==> config.mk <==
export PLATFORM = sky130hd
export DESIGN_NAME = fifo_event_serializer
export DESIGN_NICKNAME = d
export VERILOG_FILES = /design/src/rtl/fifo_event_serializer.sv
export SDC_FILE = /design/constraint.sdc
export NUM_CORES = 1
export LEC_CHECK = 0
export CORE_ASPECT_RATIO = 1.75
export CORE_MARGIN = 8
export CORE_UTILIZATION = 47
export DETAILED_ROUTE_END_ITERATION = 10
export HOLD_SLACK_MARGIN = 0.05
export PLACE_DENSITY = 0.86
export SLEW_MARGIN = 40
export SYNTH_ARGS = -nofsm -noshare
export SYNTH_HDL_FRONTEND = slang
export SYNTH_SLANG_ARGS = --single-unit
==> constraint.sdc <==
create_clock -name clk -period 3.1 [get_ports clk]
set_input_delay 0.465 -clock clk [delete_from_list [all_inputs] [get_ports clk]]
set_output_delay 0.465 -clock clk [all_outputs]
set_load 0.005 [all_outputs]
==> src/rtl/fifo_event_serializer.sv <==
// fifo_event_serializer
// Drains DWIDTH-bit event words from a show-ahead FIFO and streams each word
// out LSB-first as NBEATS beats of OWIDTH bits on a valid/ready master port.
// A new word is popped in the same cycle the previous word's last beat is
// accepted, so a non-empty FIFO with m_ready held high streams without gaps.
module fifo_event_serializer #(
    parameter int DWIDTH = 136,
    parameter int OWIDTH = 32,
    parameter int CWIDTH = 16,
    localparam int NBEATS = (DWIDTH + OWIDTH - 1) / OWIDTH,
    localparam int BWIDTH = (NBEATS > 1) ? $clog2(NBEATS) : 1
) (
    input  logic              clk,
    input  logic              rst,
    input  logic              fifo_empty,
    input  logic [DWIDTH-1:0] fifo_rdata,
    output logic              fifo_rd_en,
    output logic              m_valid,
    input  logic              m_ready,
    output logic [OWIDTH-1:0] m_data,
    output logic              m_last,
    output logic [BWIDTH-1:0] m_beat,
    output logic [CWIDTH-1:0] word_count,
    output logic              busy
);

    localparam logic [0:0] ST_IDLE = 1'b0;
    localparam logic [0:0] ST_SEND = 1'b1;

    // Holding word padded up to a whole number of beats; the pad bits are
    // constant zero so the final beat is zero-filled above the word's MSB.
    localparam int PWIDTH = NBEATS * OWIDTH;
    localparam logic [BWIDTH-1:0] LAST_BEAT = BWIDTH'(NBEATS - 1);

    // A beat wider than the event word has no meaning; stop elaboration.
    generate
        if (OWIDTH < 1 || OWIDTH > DWIDTH) begin : g_bad_owidth
            $error("fifo_event_serializer: OWIDTH must be in 1..DWIDTH");
        end
    endgenerate

    logic [0:0]        state_reg;
    logic [0:0]        state_next;
    logic [DWIDTH-1:0] hold_reg;
    logic [DWIDTH-1:0] hold_next;
    logic [BWIDTH-1:0] beat_reg;
    logic [BWIDTH-1:0] beat_next;
    logic [CWIDTH-1:0] word_count_reg;
    logic [CWIDTH-1:0] word_count_next;

    logic [PWIDTH-1:0] hold_pad;
    logic [OWIDTH-1:0] beat_word [NBEATS];

    logic sending;
    logic is_last;
    logic handshake;
    logic word_done;

    // Channel status derived purely from registered state, so m_valid never
    // depends combinationally on m_ready.
    assign sending   = (state_reg == ST_SEND);
    assign is_last   = (beat_reg == LAST_BEAT);
    assign handshake = sending & m_ready;
    assign word_done = handshake & is_last;

    // Pop whenever idle with data, or when the last beat leaves and another
    // word is already at the head. Never pops during reset or while empty.
    assign fifo_rd_en = !rst & !fifo_empty & (!sending | word_done);

    // Zero-extend the holding word to the padded beat grid.
    always_comb begin
        hold_pad               = '0;
        hold_pad[DWIDTH-1:0]   = hold_reg;
    end

    // Slice the padded word into its beats, beat 0 = least significant.
    generate
        for (genvar gi = 0; gi < NBEATS; gi++) begin : g_beat
            assign beat_word[gi] = hold_pad[gi*OWIDTH +: OWIDTH];
        end
    endgenerate

    assign m_valid    = sending;
    assign busy       = sending;
    assign m_last     = sending & is_last;
    assign m_beat     = beat_reg;
    assign m_data     = sending ? beat_word[beat_reg] : '0;
    assign word_count = word_count_reg;

    // Next-state selection: reload takes priority over retiring the word.
    always_comb begin
        state_next = state_reg;
        hold_next  = hold_reg;
        beat_next  = beat_reg;
        if (fifo_rd_en) begin
            state_next = ST_SEND;
            hold_next  = fifo_rdata;
            beat_next  = '0;
        end else if (word_done) begin
            state_next = ST_IDLE;
            beat_next  = '0;
        end else if (handshake) begin
            beat_next  = beat_reg + 1'b1;
        end
    end

    // Completed-word counter; wraps silently.
    always_comb begin
        word_count_next = word_count_reg;
        if (word_done) begin
            word_count_next = word_count_reg + 1'b1;
        end
    end

    // State, holding word and beat index; reset discards any partial word.
    always_ff @(posedge clk) begin
        if (rst) begin
            state_reg <= ST_IDLE;
            hold_reg  <= '0;
            beat_reg  <= '0;
        end else begin
            state_reg <= state_next;
            hold_reg  <= hold_next;
            beat_reg  <= beat_next;
        end
    end

    // Word counter register.
    always_ff @(posedge clk) begin
        if (rst) begin
            word_count_reg <= '0;
        end else begin
            word_count_reg <= word_count_next;
        end
    end

endmodule

==> results of run 1 <==
==> power by group <==
group          switching, uW  internal (uW)
clock                    832           1360
combinational            247            306
sequential              52.9           2110
total                   1130           3770
==> area by class of cell <==
| class | instances | area [sq um] | area share [%] |
|---|---|---|---|
| multi-input cells | 562 | 3210 | 34.8 |
| flip-flops and latches | 156 | 3130 | 33.9 |
| repair buffers | 202 | 2020 | 21.9 |
| clock buffers | 19 | 433 | 4.69 |
| well taps | 177 | 221 | 2.40 |
| clock inverters | 13 | 189 | 2.05 |
| inverters | 4 | 15.0 | 0.163 |
| diodes | 4 | 10.0 | 0.108 |
==> final timing paths <==
path	startpoint	slack, ps	endpoint	cells after the start
worst min-delay path	hold_reg[71]	450	hold_reg[71]	2
worst max-delay path	busy	200	m_data[4]	4
worst min register to register	hold_reg[71]	450	hold_reg[71]	2
worst max register to register	m_beat[0]	380	hold_reg[84]	8
==> kinds of logic after synthesis <==
family / Yosys count
AND/OR/NAND/NOR: 357
buffers and inverters: 65
AO/OA/AOI/OAI: 157
multiplexers: 32
adder cells (fa/ha/maj): 3
flip-flops: 156
XOR/XNOR: 13
==> per-layer routing <==
| layer | GRT usage (%) | wire length, um | vias to the layer above |
|---|---|---|---|
| li1 | - | - | 2933 |
| met1 | 20.9 | 7030 | 2855 |
| met4 | 12.2 | 812 | 0 |
| met2 | 37.6 | 10500 | 191 |
| met5 | 0 | 0 | - |
| met3 | 5.78 | 1180 | 46 |
==> worst reg2reg max path: stages (launching register included) <==
cell,delay [ps]
sky130_fd_sc_hd__dfxtp_2,350
sky130_fd_sc_hd__inv_1,70
sky130_fd_sc_hd__ha_1,250
sky130_fd_sc_hd__nand3_1,210
sky130_fd_sc_hd__a21o_4,160
sky130_fd_sc_hd__buf_4,460
sky130_fd_sc_hd__buf_4,720
sky130_fd_sc_hd__nand2_1,210
sky130_fd_sc_hd__a21oi_1,210
==> synth_stat cells <==
cell type                  count  share of area (%)
sky130_fd_sc_hd__nand4_2       1               0.19
sky130_fd_sc_hd__and3_1        1              0.095
sky130_fd_sc_hd__nor3_1        4               0.30
sky130_fd_sc_hd__xor2_1        3               0.40
sky130_fd_sc_hd__nor2_1       16               0.91
sky130_fd_sc_hd__or4_1         2               0.23
sky130_fd_sc_hd__and2_1       25                2.4
sky130_fd_sc_hd__nand4_4       1               0.32
sky130_fd_sc_hd__clkbuf_2      1              0.076
sky130_fd_sc_hd__nand2_1     285                 16
sky130_fd_sc_hd__or3_2         2               0.23
sky130_fd_sc_hd__nand4_1       1              0.095
sky130_fd_sc_hd__buf_1         1              0.057
sky130_fd_sc_hd__buf_2         9               0.68
sky130_fd_sc_hd__a22o_1        8                1.1
sky130_fd_sc_hd__buf_4         1               0.11
sky130_fd_sc_hd__a21oi_2       1               0.13
sky130_fd_sc_hd__nor2b_1       1              0.095
sky130_fd_sc_hd__and4_1        1               0.13
sky130_fd_sc_hd__inv_1         4               0.23
sky130_fd_sc_hd__o21ai_0       3               0.23
sky130_fd_sc_hd__ha_1          3               0.57
sky130_fd_sc_hd__a21o_1        1               0.11
sky130_fd_sc_hd__clkbuf_1     49                2.8
sky130_fd_sc_hd__nor4_1        4               0.38
sky130_fd_sc_hd__dfxtp_1     156                 47
sky130_fd_sc_hd__xnor2_1      10                1.3
sky130_fd_sc_hd__o31ai_1       1               0.11
sky130_fd_sc_hd__nand3_1       9               0.68
sky130_fd_sc_hd__or3_1         2               0.19
sky130_fd_sc_hd__or2_2         1              0.095
sky130_fd_sc_hd__or3_4         1               0.17
sky130_fd_sc_hd__mux4_2       32                 11
sky130_fd_sc_hd__a21oi_1     143                 11
==> per-stage QoR <==
step | hold slack, ps | instances | power, uW | cell area, sq um | util [%]
5_1_grt | 470 | 1134 | 5070 | 9220 | 67.0
4_1_cts | 453 | 1133 | 4940 | 9220 | 67.0
6_report | 452 | 1137 | 4900 | 9230 | 67.1
2_1_floorplan | 433 | 783 | 2470 | 6580 | -
3_3_place_gp | 438 | 1101 | 2730 | 8600 | 62.5
3_5_place_dp | 445 | 1101 | 2750 | 8600 | 62.5
==> placed cells by master, fill, tap and decap left out, drive strengths merged <==
cell type	instances
nand2	285
clkdlybuf4s50	193
dfxtp	156
a21oi	144
mux4	32
and2	25
clkbuf	19
nor2	16
xnor2	10
nand3	9
buf	9
a22o	8
inv	7
or3	5
diode	4
nor3	4
nor4	4
bufinv	4
clkinv	4
o21ai	3
xor2	3
ha	3
nand4	3
or4	2
clkinvlp	2
a21o	1
nor2b	1
and3	1
and4	1
or2	1
o31ai	1
==> impl_metrics.sql, run 1 <==
INSERT INTO impl_metrics (metric_group, metric, value, unit) VALUES
('clocking', 'clock_sinks', '156', ''),
('critical_path', 'chain_of_cells_forming_the_critical_path', 'nor2b_2, buf_4, a22o_1, clkdlybuf4s50_1', ''),
('clocking', 'cells_resized_by_post_cts_repair', '0', ''),
('global_routing', 'grt_pass1_vias', '6192', ''),
('hold_path', 'min_path_type', 'reg -> reg', ''),
('power', 'leakagePower', '0.00330', 'uW'),
('power', 'power_density', '531', 'nW/um^2'),
('sta', 'setup_repair_after_global_routing_missed_its_margin', 'no', ''),
('clocking', 'clk_pin_slew', '60', 'ps'),
('sta', 'achievable-frequency', '345', 'MHz'),
('die', 'initial_core_util', '47.8', '%'),
('die', 'std_cell_rows', '57', ''),
('logic_synthesis', 'post_synth_fa_ha_maj_area_fraction', '0.571', '%'),
('global_routing', 'antenna_found_initial', '1', ''),
('drt', 'count_of_vias_placed_by_the_detailed_router', '6025', ''),
('clocking', 'tritoncts', 'built', ''),
('logic_synthesis', 'syn-mean-instance-area', '8.40', 'sq um'),
('finish', 'post_route_cells_drive_above_1_share', '8.58', '%'),
('job', 'cap_violations', '0', ''),
('sta', 'period_minus_slack', '2900', 'ps'),
('critical_path', 'timing.critical_path.required', '2630', 'ps'),
('critical_path', 'worst_ep_arrival', '2440', 'ps'),
('sta', 'finish_stage_setup_viols', '0', ''),
('clocking', 'clock_tree_root_buffer_cell', 'sky130_fd_sc_hd__clkbuf_16', ''),
('logic_synthesis', 'post_synth_and_or_nand_nor_area_fraction', '22.8', '%'),
('placement', 'buffer_ports.inserted', '194', ''),
('sta', 'hold_viol', '0', ''),
('placement', 'dp_hpwl', '12900', 'um'),
('finish', 'layout.filler_cells', '1109', ''),
('logic_synthesis', 'synth.area.mux_share', '11.0', '%'),
('global_routing', 'grt_pass1_wl', '30400', 'um'),
('power', 'ir_drop', '341', 'uV'),
('logic_synthesis', 'postSynthRegisterBits', '156', ''),
('drt', 'dr.first_iter.drc_count', '298', ''),
('sta', 'finClkSkew', '8.51', 'ps'),
('finish', 'flow.area_growth_from_synthesis', '40.3', '%'),
('critical_path', 'worst-setup-path-type', 'reg -> out', ''),
('die', 'placeableCoreArea', '13800', 'sq um'),
('drt', 'detailedRoute.firstPassIterationCount', '7', ''),
('global_routing', 'maximum_number_of_pins_on_one_net_before_global_route_repair', '137', ''),
('logic_synthesis', 'ys.warnings.count', '0', ''),
('sta', 'period_share', '93.6', '%'),
('critical_path', 'start_kind', 'flop', ''),
('logic_synthesis', 'post_synth_instance_area', '6580', 'sq um'),
('critical_path', 'timing.critical_path.fanout_max', '32', ''),
('drt', 'postRouteAntennaNets', '0', ''),
('drt', 'routed_wirelength', '19500', 'um'),
('critical_path', 'critPathCaptureType', 'output port', ''),
('drt', 'detail_route.wl_per_cell', '17.1', 'um'),
('sta', 'timing_max_transition_violations_final', '0', ''),
('finish', 'max_ffs_per_register', '136', ''),
('drt', 'routed_via_density', '5.30', ''),
('finish', 'fin_nets', '1086', ''),
('critical_path', 'cp_num_buf_inv', '2', ''),
('sta', 'post-route-worst-setup-slack', '198', 'ps'),
('global_routing', 'global_route.usage.total', '20.8', '%'),
('global_routing', 'grt_overflow', '0', ''),
('status', 'outcome', 'complete, no violations', ''),
('die', 'die_width', '105', 'um'),
('logic_synthesis', 'synthesis.instances', '783', ''),
('drt', 'drc', '0', ''),
('clocking', 'cts_setup_buffers', '0', ''),
('clocking', 'cts_max_path_buffers', '2', ''),
('logic_synthesis', 'synth_top_family_by_area', 'simple AND/OR/NAND/NOR gates', ''),
('sta', 'setup_total_negative_slack', '0', 'ps'),
('placement', 'final_gp_congestion', '0.810', ''),
('clocking', 'postCtsHoldBufs', '0', ''),
('clocking', 'worst_skew_pair.late_latency', '410', 'ps'),
('critical_path', 'critPathSlowestCell', 'sky130_fd_sc_hd__dfxtp_1', ''),
('placement', 'placement.setup.worst_slack', '84.5', 'ps'),
('critical_path', 'cp_slowest_stage_delay', '650', 'ps'),
('die', 'top_level_ports', '195', ''),
('die', 'die-height', '172', 'um'),
('sta', 'max_slew.worst_pin.slew', '851', 'ps'),
('die', 'fp.dieArea', '18200', 'sq um'),
('logic_synthesis', 'synth-compound-area-share', '12.5', '%'),
('critical_path', 'path_delay_family', 'buffers and inverters', ''),
('logic_synthesis', 'synth_xor_xnor_area_share', '1.73', '%'),
('logic_synthesis', 'syn-num-nets', '926', ''),
('logic_synthesis', 'synth-seq-area-share', '47.5', '%'),
('clocking', 'cts_htree_levels', '4', ''),
('logic_synthesis', 'synthDistinctLibCells', '34', ''),
('clocking', 'cts-buffers-inserted', '17', ''),
('sta', 'max_slew_headroom', '43.3', '%');
(Power assumes the default switching activity.)
==> run 2: changes to the inputs <==
--- a/config.mk
+++ b/config.mk
@@ -15,3 +15,4 @@
 export SYNTH_ARGS = -nofsm -noshare
 export SYNTH_HDL_FRONTEND = slang
 export SYNTH_SLANG_ARGS = --single-unit
+export TNS_END_PERCENT = 1
==> results of run 2 <==
The final DEF is identical to that of run 1; final timing and power are the same.
